**src/rtl/yuv_pkg.sv**
```systemverilog
// Shared constants and state encoding for the YUV-to-RGB converter.
// Coefficients are BT.601 full-range values in Q8 fixed point.
package yuv_pkg;

  localparam int DW   = 9;
  localparam int FRAC = 8;

  localparam logic signed [9:0]  C_RV = 10'sd359;
  localparam logic signed [9:0]  C_GU = 10'sd88;
  localparam logic signed [9:0]  C_GV = 10'sd183;
  localparam logic signed [9:0]  C_BU = 10'sd454;

  localparam logic [8:0]         OFFSET = 9'd128;
  localparam logic signed [19:0] ROUND  = 20'sd128;

  typedef enum logic [2:0] {
    IDLE = 3'd0,
    MUL0 = 3'd1,
    MUL1 = 3'd2,
    MUL2 = 3'd3,
    MUL3 = 3'd4,
    SAT  = 3'd5
  } state_e;

endpackage

```
**src/rtl/yuv2rgb_if.sv**
```systemverilog
// Pixel request/result bundle between a pixel source and the converter.
interface yuv2rgb_if;
  import yuv_pkg::*;

  logic          start;
  logic [DW-1:0] Y_in;
  logic [DW-1:0] U_in;
  logic [DW-1:0] V_in;
  logic          done;
  logic [DW-1:0] outR;
  logic [DW-1:0] outG;
  logic [DW-1:0] outB;

  modport master (output start, Y_in, U_in, V_in, input done, outR, outG, outB);
  modport slave  (input start, Y_in, U_in, V_in, output done, outR, outG, outB);

endinterface

```
**src/rtl/clamp_u8.sv**
```systemverilog
// Saturates a signed 12-bit intermediate to 0..255, zero-padded to 9 bits.
module clamp_u8 (
  input  logic signed [11:0] val,
  output logic [8:0]         res
);

  always_comb begin
    if (val < 12'sd0) begin
      res = 9'd0;
    end else if (val > 12'sd255) begin
      res = 9'd255;
    end else begin
      res = {1'b0, val[7:0]};
    end
  end

endmodule

```
**src/rtl/yuv2rgb.sv**
```systemverilog
// Sequential YUV-to-RGB converter: one shared signed multiplier, four MUL
// cycles, one saturation cycle, then a one-cycle done pulse.
module yuv2rgb
  import yuv_pkg::*;
(
  input  logic      clk,
  input  logic      rst,
  yuv2rgb_if.slave  bus
);

  state_e              state_q, state_d;
  logic [7:0]          y_q, y_d;
  logic signed [8:0]   du_q, du_d;
  logic signed [8:0]   dv_q, dv_d;
  logic signed [19:0]  acc_r_q, acc_r_d;
  logic signed [19:0]  acc_g_q, acc_g_d;
  logic signed [19:0]  acc_b_q, acc_b_d;
  logic [8:0]          out_r_q, out_r_d;
  logic [8:0]          out_g_q, out_g_d;
  logic [8:0]          out_b_q, out_b_d;
  logic                done_q, done_d;

  logic signed [8:0]   op;
  logic signed [9:0]   coef;
  logic [18:0]         op_ext, coef_ext;
  logic signed [18:0]  prod;
  logic signed [19:0]  prod_ext;
  logic signed [19:0]  rnd_r, rnd_g, rnd_b;
  logic signed [11:0]  term_r, term_g, term_b;
  logic signed [11:0]  sum_r, sum_g, sum_b;
  logic [8:0]          clamp_r, clamp_g, clamp_b;
  logic                unused_pad;

  assign unused_pad = ^{bus.Y_in[8], bus.U_in[8], bus.V_in[8]};

  // Low 19 bits of the product of sign-extended operands equal the signed product.
  always_comb begin
    op   = dv_q;
    coef = C_RV;
    case (state_q)
      MUL1:    begin op = du_q; coef = C_GU; end
      MUL2:    begin op = dv_q; coef = C_GV; end
      MUL3:    begin op = du_q; coef = C_BU; end
      default: begin op = dv_q; coef = C_RV; end
    endcase
    op_ext   = {{10{op[8]}}, op};
    coef_ext = {{9{coef[9]}}, coef};
    prod     = op_ext * coef_ext;
    prod_ext = {prod[18], prod};
  end

  always_comb begin
    rnd_r  = acc_r_q + ROUND;
    rnd_g  = acc_g_q + ROUND;
    rnd_b  = acc_b_q + ROUND;
    term_r = 12'(rnd_r >>> FRAC);
    term_g = 12'(rnd_g >>> FRAC);
    term_b = 12'(rnd_b >>> FRAC);
    sum_r  = $signed({4'd0, y_q}) + term_r;
    sum_g  = $signed({4'd0, y_q}) - term_g;
    sum_b  = $signed({4'd0, y_q}) + term_b;
  end

  clamp_u8 u_clamp_r (.val(sum_r), .res(clamp_r));
  clamp_u8 u_clamp_g (.val(sum_g), .res(clamp_g));
  clamp_u8 u_clamp_b (.val(sum_b), .res(clamp_b));

  always_comb begin
    state_d = state_q;
    y_d     = y_q;
    du_d    = du_q;
    dv_d    = dv_q;
    acc_r_d = acc_r_q;
    acc_g_d = acc_g_q;
    acc_b_d = acc_b_q;
    out_r_d = out_r_q;
    out_g_d = out_g_q;
    out_b_d = out_b_q;
    done_d  = 1'b0;
    case (state_q)
      IDLE: begin
        if (bus.start) begin
          y_d     = bus.Y_in[7:0];
          du_d    = {1'b0, bus.U_in[7:0]} - OFFSET;
          dv_d    = {1'b0, bus.V_in[7:0]} - OFFSET;
          state_d = MUL0;
        end
      end
      MUL0: begin acc_r_d = prod_ext;           state_d = MUL1; end
      MUL1: begin acc_g_d = prod_ext;           state_d = MUL2; end
      MUL2: begin acc_g_d = acc_g_q + prod_ext; state_d = MUL3; end
      MUL3: begin acc_b_d = prod_ext;           state_d = SAT;  end
      SAT: begin
        out_r_d = clamp_r;
        out_g_d = clamp_g;
        out_b_d = clamp_b;
        done_d  = 1'b1;
        state_d = IDLE;
      end
      default: state_d = IDLE;
    endcase
  end

  always_ff @(posedge clk or negedge rst) begin
    if (!rst) begin
      state_q <= IDLE;
      y_q     <= '0;
      du_q    <= '0;
      dv_q    <= '0;
      acc_r_q <= '0;
      acc_g_q <= '0;
      acc_b_q <= '0;
      out_r_q <= '0;
      out_g_q <= '0;
      out_b_q <= '0;
      done_q  <= 1'b0;
    end else begin
      state_q <= state_d;
      y_q     <= y_d;
      du_q    <= du_d;
      dv_q    <= dv_d;
      acc_r_q <= acc_r_d;
      acc_g_q <= acc_g_d;
      acc_b_q <= acc_b_d;
      out_r_q <= out_r_d;
      out_g_q <= out_g_d;
      out_b_q <= out_b_d;
      done_q  <= done_d;
    end
  end

  assign bus.done = done_q;
  assign bus.outR = out_r_q;
  assign bus.outG = out_g_q;
  assign bus.outB = out_b_q;

endmodule

```
**src/flat_wrapper.sv**
```systemverilog
// flat-port wrapper written by rule: the top's interface ports become plain ports
module yuv2rgb_flat import yuv_pkg::*;
  (clk, rst, bus_start, bus_Y_in, bus_U_in, bus_V_in, bus_done, bus_outR, bus_outG, bus_outB);
  yuv2rgb_if bus_i ();
  input  logic clk;
  input  logic rst;
  input wire logic [$bits(bus_i.start)-1:0] bus_start;
  input wire logic [$bits(bus_i.Y_in)-1:0] bus_Y_in;
  input wire logic [$bits(bus_i.U_in)-1:0] bus_U_in;
  input wire logic [$bits(bus_i.V_in)-1:0] bus_V_in;
  output wire logic [$bits(bus_i.done)-1:0] bus_done;
  output wire logic [$bits(bus_i.outR)-1:0] bus_outR;
  output wire logic [$bits(bus_i.outG)-1:0] bus_outG;
  output wire logic [$bits(bus_i.outB)-1:0] bus_outB;
  assign bus_i.start = bus_start;
  assign bus_i.Y_in = bus_Y_in;
  assign bus_i.U_in = bus_U_in;
  assign bus_i.V_in = bus_V_in;
  assign bus_done = bus_i.done;
  assign bus_outR = bus_i.outR;
  assign bus_outG = bus_i.outG;
  assign bus_outB = bus_i.outB;
  yuv2rgb u_core (.clk(clk), .rst(rst), .bus(bus_i));
endmodule
```
**config.mk**
```make
export PLATFORM = sky130hd
export DESIGN_NAME = yuv2rgb_flat
export DESIGN_NICKNAME = d
export VERILOG_FILES = /design/src/rtl/yuv_pkg.sv /design/src/rtl/yuv2rgb_if.sv /design/src/rtl/clamp_u8.sv /design/src/rtl/yuv2rgb.sv /design/src/flat_wrapper.sv
export SDC_FILE = /design/constraint.sdc
export NUM_CORES = 1
export LEC_CHECK = 0
export BUFFER_PORTS_ARGS = -buffer_cell sky130_fd_sc_hd__buf_2
export CAP_MARGIN = 20
export CORE_ASPECT_RATIO = 1.4
export CORE_MARGIN = 8
export CORE_UTILIZATION = 57
export DETAILED_ROUTE_END_ITERATION = 16
export PLACE_DENSITY = 0.79
export SKIP_CTS_REPAIR_TIMING = 1
export SLEW_MARGIN = 20
export SYNTH_ARGS = -nofsm -noshare
export SYNTH_HDL_FRONTEND = slang
export SYNTH_SLANG_ARGS = --single-unit
```
**constraint.sdc**
```tcl
create_clock -name clk -period 7.6 [get_ports clk]
set_input_delay 0.38 -clock clk [delete_from_list [all_inputs] [get_ports clk]]
set_output_delay 0.38 -clock clk [all_outputs]
set_load 0.01 [all_outputs]
```
======== After elaboration in Yosys (flattened, before gate mapping) ========
Cells that the tools add are included.
cells by class
  multiply operators ...................... 1
  reduce and logical (&&, ||, !) cells .... 4
  equality and inequality tests ........... 6
  magnitude comparators ................... 6
  multiplexer cells ....................... 12
  add/sub/neg operators ................... 9
operators with widths
  operator                                                                       number
  8-bit 2-to-1 mux                                                               6
  19-bit by 9-bit adder with 20-bit output, second input constant                2
  20-bit one-hot mux with 2 select lines                                         1
  12-bit by 9-bit > comparator with 1-bit output, second input constant          3
  12-bit by 1-bit less-than comparator with 1-bit output, second input constant  3
  9-bit one-hot mux with 3 select lines                                          1
  9-bit by 12-bit adder with 12-bit output                                       2
  20-bit by 19-bit adder with 20-bit output                                      1
  20-bit by 9-bit adder with 20-bit output, second input constant                1
  9-bit by 10-bit multiplier with 19-bit output                                  1
  8-bit by 8-bit subtractor with 9-bit output, second input constant             2
  3-bit one-hot mux with 5 select lines                                          1
  9-bit by 12-bit subtractor with 12-bit output                                  1
  9-bit 2-to-1 mux                                                               1
  3-bit by 2-bit == test with 1-bit output, second input constant                2
  3-bit == test, second input constant                                           2
  3-bit by 1-bit == test with 1-bit output, second input constant                1
  3-bit logical NOT                                                              1
  3-bit 2-to-1 mux                                                               1
  2-bit != test, second input constant                                           1
  2-bit AND reduction                                                            1
  2-bit nonzero test                                                             1
  2-bit OR reduction                                                             1
  1-bit 2-to-1 mux                                                               1
word-level totals
  logic and storage cells ................. 49
  output and inout port bits .............. 28
  register bits ........................... 115

======== Depth between registers and ports, before layout ========
Gate-level depths: netlist of the first run.
  depth in word-level cells ............... 6
  mapped depth ............................ 33
  depth with buffers taken out ............ 32

======== By module ========
From an unflattened synthesis of the first run, not the netlist that was laid out.
second synthesis, totals
  cell total of the unflattened synthesis .. 1,044
  area, all modules ....................... 9,417.8 sq um
by module, submodules not included
  module    times used  area an instance (sq um)  cells each
  yuv2rgb   1           9,106.2                   981
  clamp_u8  3           103.8                     21

======== Worst setup path after synthesis of the first run ========
No wires, ideal clock.
  path kind ............................... reg2reg
  from .................................... register u_core.state_q[0]
  to ...................................... register u_core.acc_g_q[19]
  clock period less this slack ............ 7.342 ns
  data required time ...................... 7.524 ns
  library setup time ...................... 0.076 ns
  arrival time ............................ 7.266 ns
  cell stages (with the launch flop) ...... 33
  slack ................................... 0.258 ns
  path through ............................ dfrtp_1 buf_2 inv_1 clkbuf_1 nand2_1 and2_1 nand2b_1 inv_1 nor2_1 fa_1 inv_1 fa_1 inv_1 fa_1 fa_1 inv_1 fa_1 inv_1 ha_1 nor4_1 o21ai_1 a311oi_2 nor3_1 nor2_1 inv_1 ha_1 a21oi_1 o21ai_0 a221oi_1 nand3_1 mux2i_1 or3_1 o21ai_1
on the way
  longest elaborated chain between the ends .. 6
  elaborated cells between the ends (all ways) .. 10
  classes of those cells .................. add/sub: 1; mul: 1; eq/ne: 3; mux: 3; reduce/logical: 2
RTL lines
  item                                                                              RTL line        source
  from (decl)                                                                       yuv2rgb.sv:11   state_e state_q, state_d;
  from (signal assigned)                                                            yuv2rgb.sv:118  state_q <= state_d;
  3-bit by 2-bit == test with 1-bit output / 3-bit == test (equally long branches)  yuv2rgb.sv:40   case (state_q)
  2-bit OR reduction (no source line)                                               -
  9-bit 2-to-1 mux                                                                  yuv2rgb.sv:40
  9-bit by 10-bit multiplier with 19-bit output *                                   yuv2rgb.sv:48   prod = op_ext * coef_ext;
  named net u_core.prod[14]                                                         yuv2rgb.sv:26   logic signed [18:0] prod;
  20-bit by 19-bit adder with 20-bit output *                                       yuv2rgb.sv:91   MUL2: begin acc_g_d = acc_g_q + prod_ext; state_d = MUL3; end
  20-bit one-hot mux with 2 select lines *                                          yuv2rgb.sv:80   case (state_q)
  to (signal assigned)                                                              yuv2rgb.sv:123  acc_g_q <= acc_g_d;
  to (decl)                                                                         yuv2rgb.sv:16   logic signed [19:0] acc_g_q, acc_g_d;
The timed path passes the listed nets; every way through them passes the cells marked *.
A chain may end at the register's enable or synchronous reset.

======== Final worst setup path of the first run ========
  from .................................... register u_core.state_q[1]
  to ...................................... register u_core.acc_g_q[19]
Same word-level chain as after synthesis.

==> flow_metrics.py, run 1 <==
metrics = {
    "finish": {
        "n_antenna_cell": 0,
        "fin_util": 0.6461,
        "drive_above_1_share": 0.1339,
        "fin_cells": 1357,
        "nets": 1337,
        "area_growth_pct": 11.31,
    },
    "cts": {
        "cts_root_buffer": "clkbuf_16",
        "worstSkewPairLatency_ns": 0.35,
        "cts.clk_slew.worst_paths_ns": 0.08,
        "cts-buffers-inserted": 9,
        "cts_buffer_depth": 2,
        "cts.sinks": 96,
        "cts_tree": "built",
        "htreeDepth": 3,
    },
    "timing": {
        "finalCritPeriodShare": 0.9460,
        "finalWorstPathRequiredPeriod_ns": 7.189,
        "relSlewSlack": 0.3560,
        "finalSetupTns_ns": 0,
        "fmax_mhz": 139.1,
        "finClkSkew_ns": 0.01131,
        "finalMaxSlewViolations": 0,
        "setup_viol_count_final": 0,
        "hold_viol": 0,
        "max_slew.worst_pin.slew_ns": 0.9660,
    },
    "synth": {
        "synth_warnings": 0,
        "synth.avg_cell_area_sq_um": 8.598,
        "syn_inst": 1087,
        "yosysTopAreaCell": "dfrtp_1",
        "synth-edff-count": 0,
        "ys.flop_type": "dfrtp_1",
        "netlist_top_cells_area": "dfrtp_1 (26%), ha_1 (14%), fa_1 (11%)",
        "yosysUniqueCellTypes": 72,
        "async_reset_ff_frac": 1.000,
        "yosys.area.top_type_share": 0.2570,
        "yosys-top-cells-count": "nand2_1 (174), inv_1 (105), ha_1 (101)",
        "syn_area_sq_um": 9346,
        "ys_seq_elements": 96,
        "ys_seq_area_frac": 0.2570,
        "synth.most_common_cell": "nand2_1",
    },
    "placement": {
        "place_inst": 1334,
        "hpwl_microns": 18040,
        "gp_congestion": 0.9511,
        "portBuffers": 51,
    },
    "route": {
        "drt_first_pass_iters": 5,
        "via_per_inst": 5.828,
        "drc": 0,
        "drtIter0Drc": 490,
        "vias": 7909,
        "ant_nets": 0,
        "avgRoutedWirePerCell_microns": 16.66,
        "routed_wl_microns": 22610,
    },
    "worst_setup_path": {
        "critPathArrivalTime_ns": 7.46,
        "crit_path_top_delay_cell": "fa_1",
        "r2r.worst_path.cells": 31,
        "rrSetupSlack_ns": 0.41,
        "path_max_fanout": 8,
        "crit_path_end_kind": "flop",
        "required_ns": 7.87,
        "r2r-end": "u_core.acc_g_q[19]",
        "slowest_delay_ns": 0.55,
        "r2r_start": "u_core.state_q[1]",
        "crit_top_cell": "inv_1",
        "criticalPathCategory": "reg -> reg",
        "setup.worst_path.start_class": "flop",
    },
    "floorplanning": {
        "io_pins": 58,
        "chipHeight_microns": 167.5,
        "initial_utilization": 0.5804,
        "dieWidth_microns": 124.2,
        "rows": 55,
        "dieArea_sq_um": 20810,
        "fp.coreArea_sq_um": 16100,
    },
    "worst_hold_path": {
        "min_to": "u_core.dv_q[7]",
        "hp-start": "bus_V_in[7]",
        "hold_class": "in -> reg",
        "hold_depth": 2,
    },
    "grt": {
        "grt.total_usage": 0.2136,
        "grt_max_degree": 71,
        "grt_pass1_vias": 7891,
        "grt_pass1_wl_microns": 36920,
        "grt-ovfl-total": 0,
        "antenna_found_initial": 0,
    },
    "job": {
        "drv_cap": 0,
    },
    "outcome": {
        "status": "complete, no violations",
    },
}
==> worst max-delay path, delay by kind of cell (launching register included) <==
kind	cells	cell delay, ns
XOR/XNOR	1	0.32
AO/OA/AOI/OAI	6	1.08
adder cells (fa/ha/maj)	7	3.25
AND/OR/NAND/NOR	9	1.40
buffers and inverters	7	0.47
flip-flops	1	0.44
multiplexers	1	0.14
==> cell usage in the layout, fill, tap and decap left out, types with 21 or more instances in the layout <==
| master | netlist | final |
|---|---|---|
| a21oi_1 | 46 | 43 |
| buf_2 | 4 | 50 |
| buf_4 | 3 | 38 |
| dfrtp_1 | 96 | 95 |
| fa_1 | 53 | 53 |
| ha_1 | 101 | 99 |
| inv_1 | 105 | 105 |
| nand2_1 | 174 | 173 |
| nand3_1 | 22 | 21 |
| nor2_1 | 76 | 74 |
| o21ai_0 | 66 | 66 |
| xnor2_1 | 37 | 36 |
| xor2_1 | 29 | 28 |
==> sequential cells by signal, summed over array words and instances, names as in the netlist <==
| name | count |
|---|---|
| u_core.bus.outR | 8 |
| u_core.acc_g_q | 20 |
| u_core.state_q | 3 |
| u_core.du_q | 8 |
| u_core.acc_r_q | 12 |
| u_core.y_q | 8 |
| u_core.bus.outG | 8 |
| u_core.dv_q | 8 |
| u_core.bus.done | 1 |
| u_core.acc_b_q | 12 |
| u_core.bus.outB | 8 |
==> worst max path at each step <==
stage / cells after the start / slack [ns] / end / from
4_1_cts: 31 / 0.1 / u_core.acc_g_q[19] / u_core.state_q[1]
5_1_grt: 32 / -0.06 / u_core.acc_g_q[19] / u_core.state_q[1]
3_5_place_dp: 30 / 0.14 / u_core.acc_g_q[18] / u_core.state_q[1]
2_1_floorplan: 32 / 0.26 / u_core.acc_g_q[19] / u_core.state_q[0]
3_3_place_gp: 30 / 0.23 / u_core.acc_g_q[18] / u_core.state_q[1]
6_report: 31 / 0.41 / u_core.acc_g_q[19] / u_core.state_q[1]
==> metrics by stage <==
| stage | instance area (sq um) | hold slack (ns) | worst slack, ns |
|---|---|---|---|
| after floorplan | 9354 | 0.08441 | 0.2578 |
| after global placement | 9945 | 0.3274 | 0.2342 |
| after detailed placement | 9945 | 0.3254 | 0.1398 |
| after CTS | 10240 | -0.05064 | 0.09965 |
| after global routing | 10400 | 0.2133 | -0.06296 |
| final | 10400 | 0.2086 | 0.4107 |
==> final cells by class <==
class,count,area (sq um)
clock buffer,10,239.0
clock inverter,6,61.31
fill,1341,5699
inverter,105,394.1
multi-input combinational,852,6511
sequential,96,2404
tap,199,249.0
timing repair buffer,89,545.5
==> cells by family after synthesis <==
logic type	share of synthesized area
compound gates	0.1770
xor+xnor	0.06185
fa+ha+maj	0.2510
buf+inv	0.05837
flops	0.2570
mux	0.01419
other cells	0.0004012
simple gates	0.1802
==> per-layer routing <==
metal / vias to the layer above / global-route usage / wire [microns]
met5: - / 0 / 0
met4: 0 / 0.1266 / 1064
met3: 56 / 0.03065 / 914
met2: 201 / 0.3997 / 12050
met1: 3783 / 0.2205 / 8584
li1: 3869 / - / -
Power of run 1 is not shown: default switching activity piles up to over one toggle a cycle in this logic, so the estimate is an artifact.
==> run 2: changes to the inputs <==
CORE_UTILIZATION = 23   (was 57)
PLACE_DENSITY = default   (was 0.79)
==> flow_metrics.py, run 2 (synthesis gave the netlist of run 1 again) <==
metrics = {
    "timing": {
        "finalWorstPathRequiredPeriod_ns": 7.359,
        "finalSetupTns_ns": 0,
        "setup_slack_ns": 0.2411,
        "fmax_mhz": 135.9,
        "hold_viol": 0,
        "relSlewSlack": 0.3468,
        "setup_viol_count_final": 0,
        "finalMaxSlewViolations": 0,
        "finClkSkew_ns": 0.006411,
        "max_slew.worst_pin.slew_ns": 0.9798,
        "finalCritPeriodShare": 0.9683,
    },
    "floorplanning": {
        "rows": 87,
        "chipHeight_microns": 254.5,
        "initial_utilization": 0.2327,
        "dieArea_sq_um": 47430,
        "io_pins": 58,
        "dieWidth_microns": 186.4,
        "fp.coreArea_sq_um": 40170,
    },
    "route": {
        "via_per_inst": 4.543,
        "drtIter0Drc": 352,
        "vias": 7691,
        "drt_first_pass_iters": 4,
        "routed_wl_microns": 23540,
        "ant_nets": 0,
        "drc": 0,
        "avgRoutedWirePerCell_microns": 13.90,
    },
    "cts": {
        "cts_tree": "built",
        "cts.sinks": 96,
        "htreeDepth": 3,
        "cts.clk_slew.worst_paths_ns": 0.07,
        "cts_buffer_depth": 2,
        "cts-buffers-inserted": 9,
        "worstSkewPairLatency_ns": 0.36,
        "cts_root_buffer": "clkbuf_16",
    },
    "placement": {
        "dp_slack_ns": 0.02112,
        "dpl_cell_area_sq_um": 10390,
        "gp_congestion": 0.8912,
        "portBuffers": 51,
        "hpwl_microns": 18970,
    },
    "grt": {
        "grt_pass1_vias": 7937,
        "grt_max_degree": 63,
        "grt.total_usage": 0.1001,
        "grt_pass1_wl_microns": 39360,
        "grt-ovfl-total": 0,
        "antenna_found_initial": 0,
    },
    "worst_setup_path": {
        "r2r_start": "u_core.state_q[1]",
        "endpoint": "u_core.acc_g_q[19]",
        "crit_top_cell": "fa_1",
        "crit_path_end_kind": "flop",
        "slowest_delay_ns": 0.57,
        "criticalPathCategory": "reg -> reg",
        "rrSetupSlack_ns": 0.24,
        "required_ns": 7.88,
        "r2r-end": "u_core.acc_g_q[19]",
        "critPathArrivalTime_ns": 7.64,
        "crit_path_top_delay_cell": "fa_1",
        "crit_start": "u_core.state_q[1]",
        "r2r.worst_path.cells": 31,
        "setup.worst_path.start_class": "flop",
        "path_max_fanout": 7,
    },
    "worst_hold_path": {
        "hold_class": "in -> reg",
        "hold_depth": 3,
    },
    "finish": {
        "largest_register_ffs": 20,
        "drive_above_1_share": 0.1303,
        "nets": 1338,
        "reg.largest.list": "u_core.acc_g_q (20), u_core.acc_b_q (12), u_core.acc_r_q (12)",
        "area_growth_pct": 16.02,
        "fin_area_sq_um": 10840,
        "fill_cells": 4298,
        "mostFrequentLayoutCells": "nand2_1 (174), inv_1 (105), ha_1 (99), dfrtp_1 (94), nor2_1 (75)",
        "largest_register": "u_core.acc_g_q",
        "n_antenna_cell": 0,
        "mostFrequentLayoutCell": "nand2_1",
    },
    "outcome": {
        "status": "complete, no violations",
    },
    "job": {
        "drv_cap": 0,
    },
}
[run 2: cell types whose count changed in the layout (fill, tap and decap cells not counted), sizes merged]
cell	delta
clkinvlp	+1
buf	+1
inv	-1
clkbuf	-1
bufinv	+1
[run 2: layout make-up]
type                            instances  area, sq um  area share
Tap cell                              534        668.1     0.06161
Timing Repair Buffer                   90        553.0     0.05100
Multi-Input combinational cell        852         6509      0.6002
Sequential cell                        96         2405      0.2218
Clock inverter                          7        90.09    0.008307
Clock buffer                            9        225.2     0.02077
Inverter                              105        394.1     0.03634
[run 2: per-layer routing]
metal | up-vias | share of wire | global-route usage
li1 | 3874 | - | -
met1 | 3671 | 0.44 | 0.1186
met2 | 120 | 0.50 | 0.1816
met3 | 26 | 0.042 | 0.01888
met4 | 0 | 0.018 | 0.02956
met5 | - | 0 | 0
[run 2: critical path: cells and delay by family (launching register included)]
| kind | cells | cell delay [ns] |
|---|---|---|
| AO/OA/AOI/OAI | 6 | 1.22 |
| XOR/XNOR | 1 | 0.27 |
| adder cells (fa/ha/maj) | 7 | 2.92 |
| buffers and inverters | 6 | 0.73 |
| flip-flops | 1 | 0.46 |
| multiplexers | 1 | 0.07 |
| AND/OR/NAND/NOR | 10 | 1.62 |
[run 2: worst min path at each step]
stage | start | endpoint | slack, ns
finish | bus_V_in[0] | u_core.dv_q[0] | 0.21
global route | bus_V_in[0] | u_core.dv_q[0] | 0.19
CTS | rst | u_core.bus.outG[5] | -0.03
detailed placement | rst | u_core.bus.outG[5] | 0.36
global placement | rst | u_core.bus.outG[5] | 0.35
floorplan | rst | u_core.acc_b_q[10] | 0.08
[run 2: stage by stage]
step / instances / hold slack (ns) / util
floorplan: 1089 / 0.08441 / -
global placement: 1673 / 0.3540 / 0.2588
detailed placement: 1673 / 0.3576 / 0.2588
CTS: 1689 / -0.03344 / 0.2666
global route: 1693 / 0.1942 / 0.2700
finish: 1693 / 0.2091 / 0.2700
Power of run 2 is left out for the same reason.
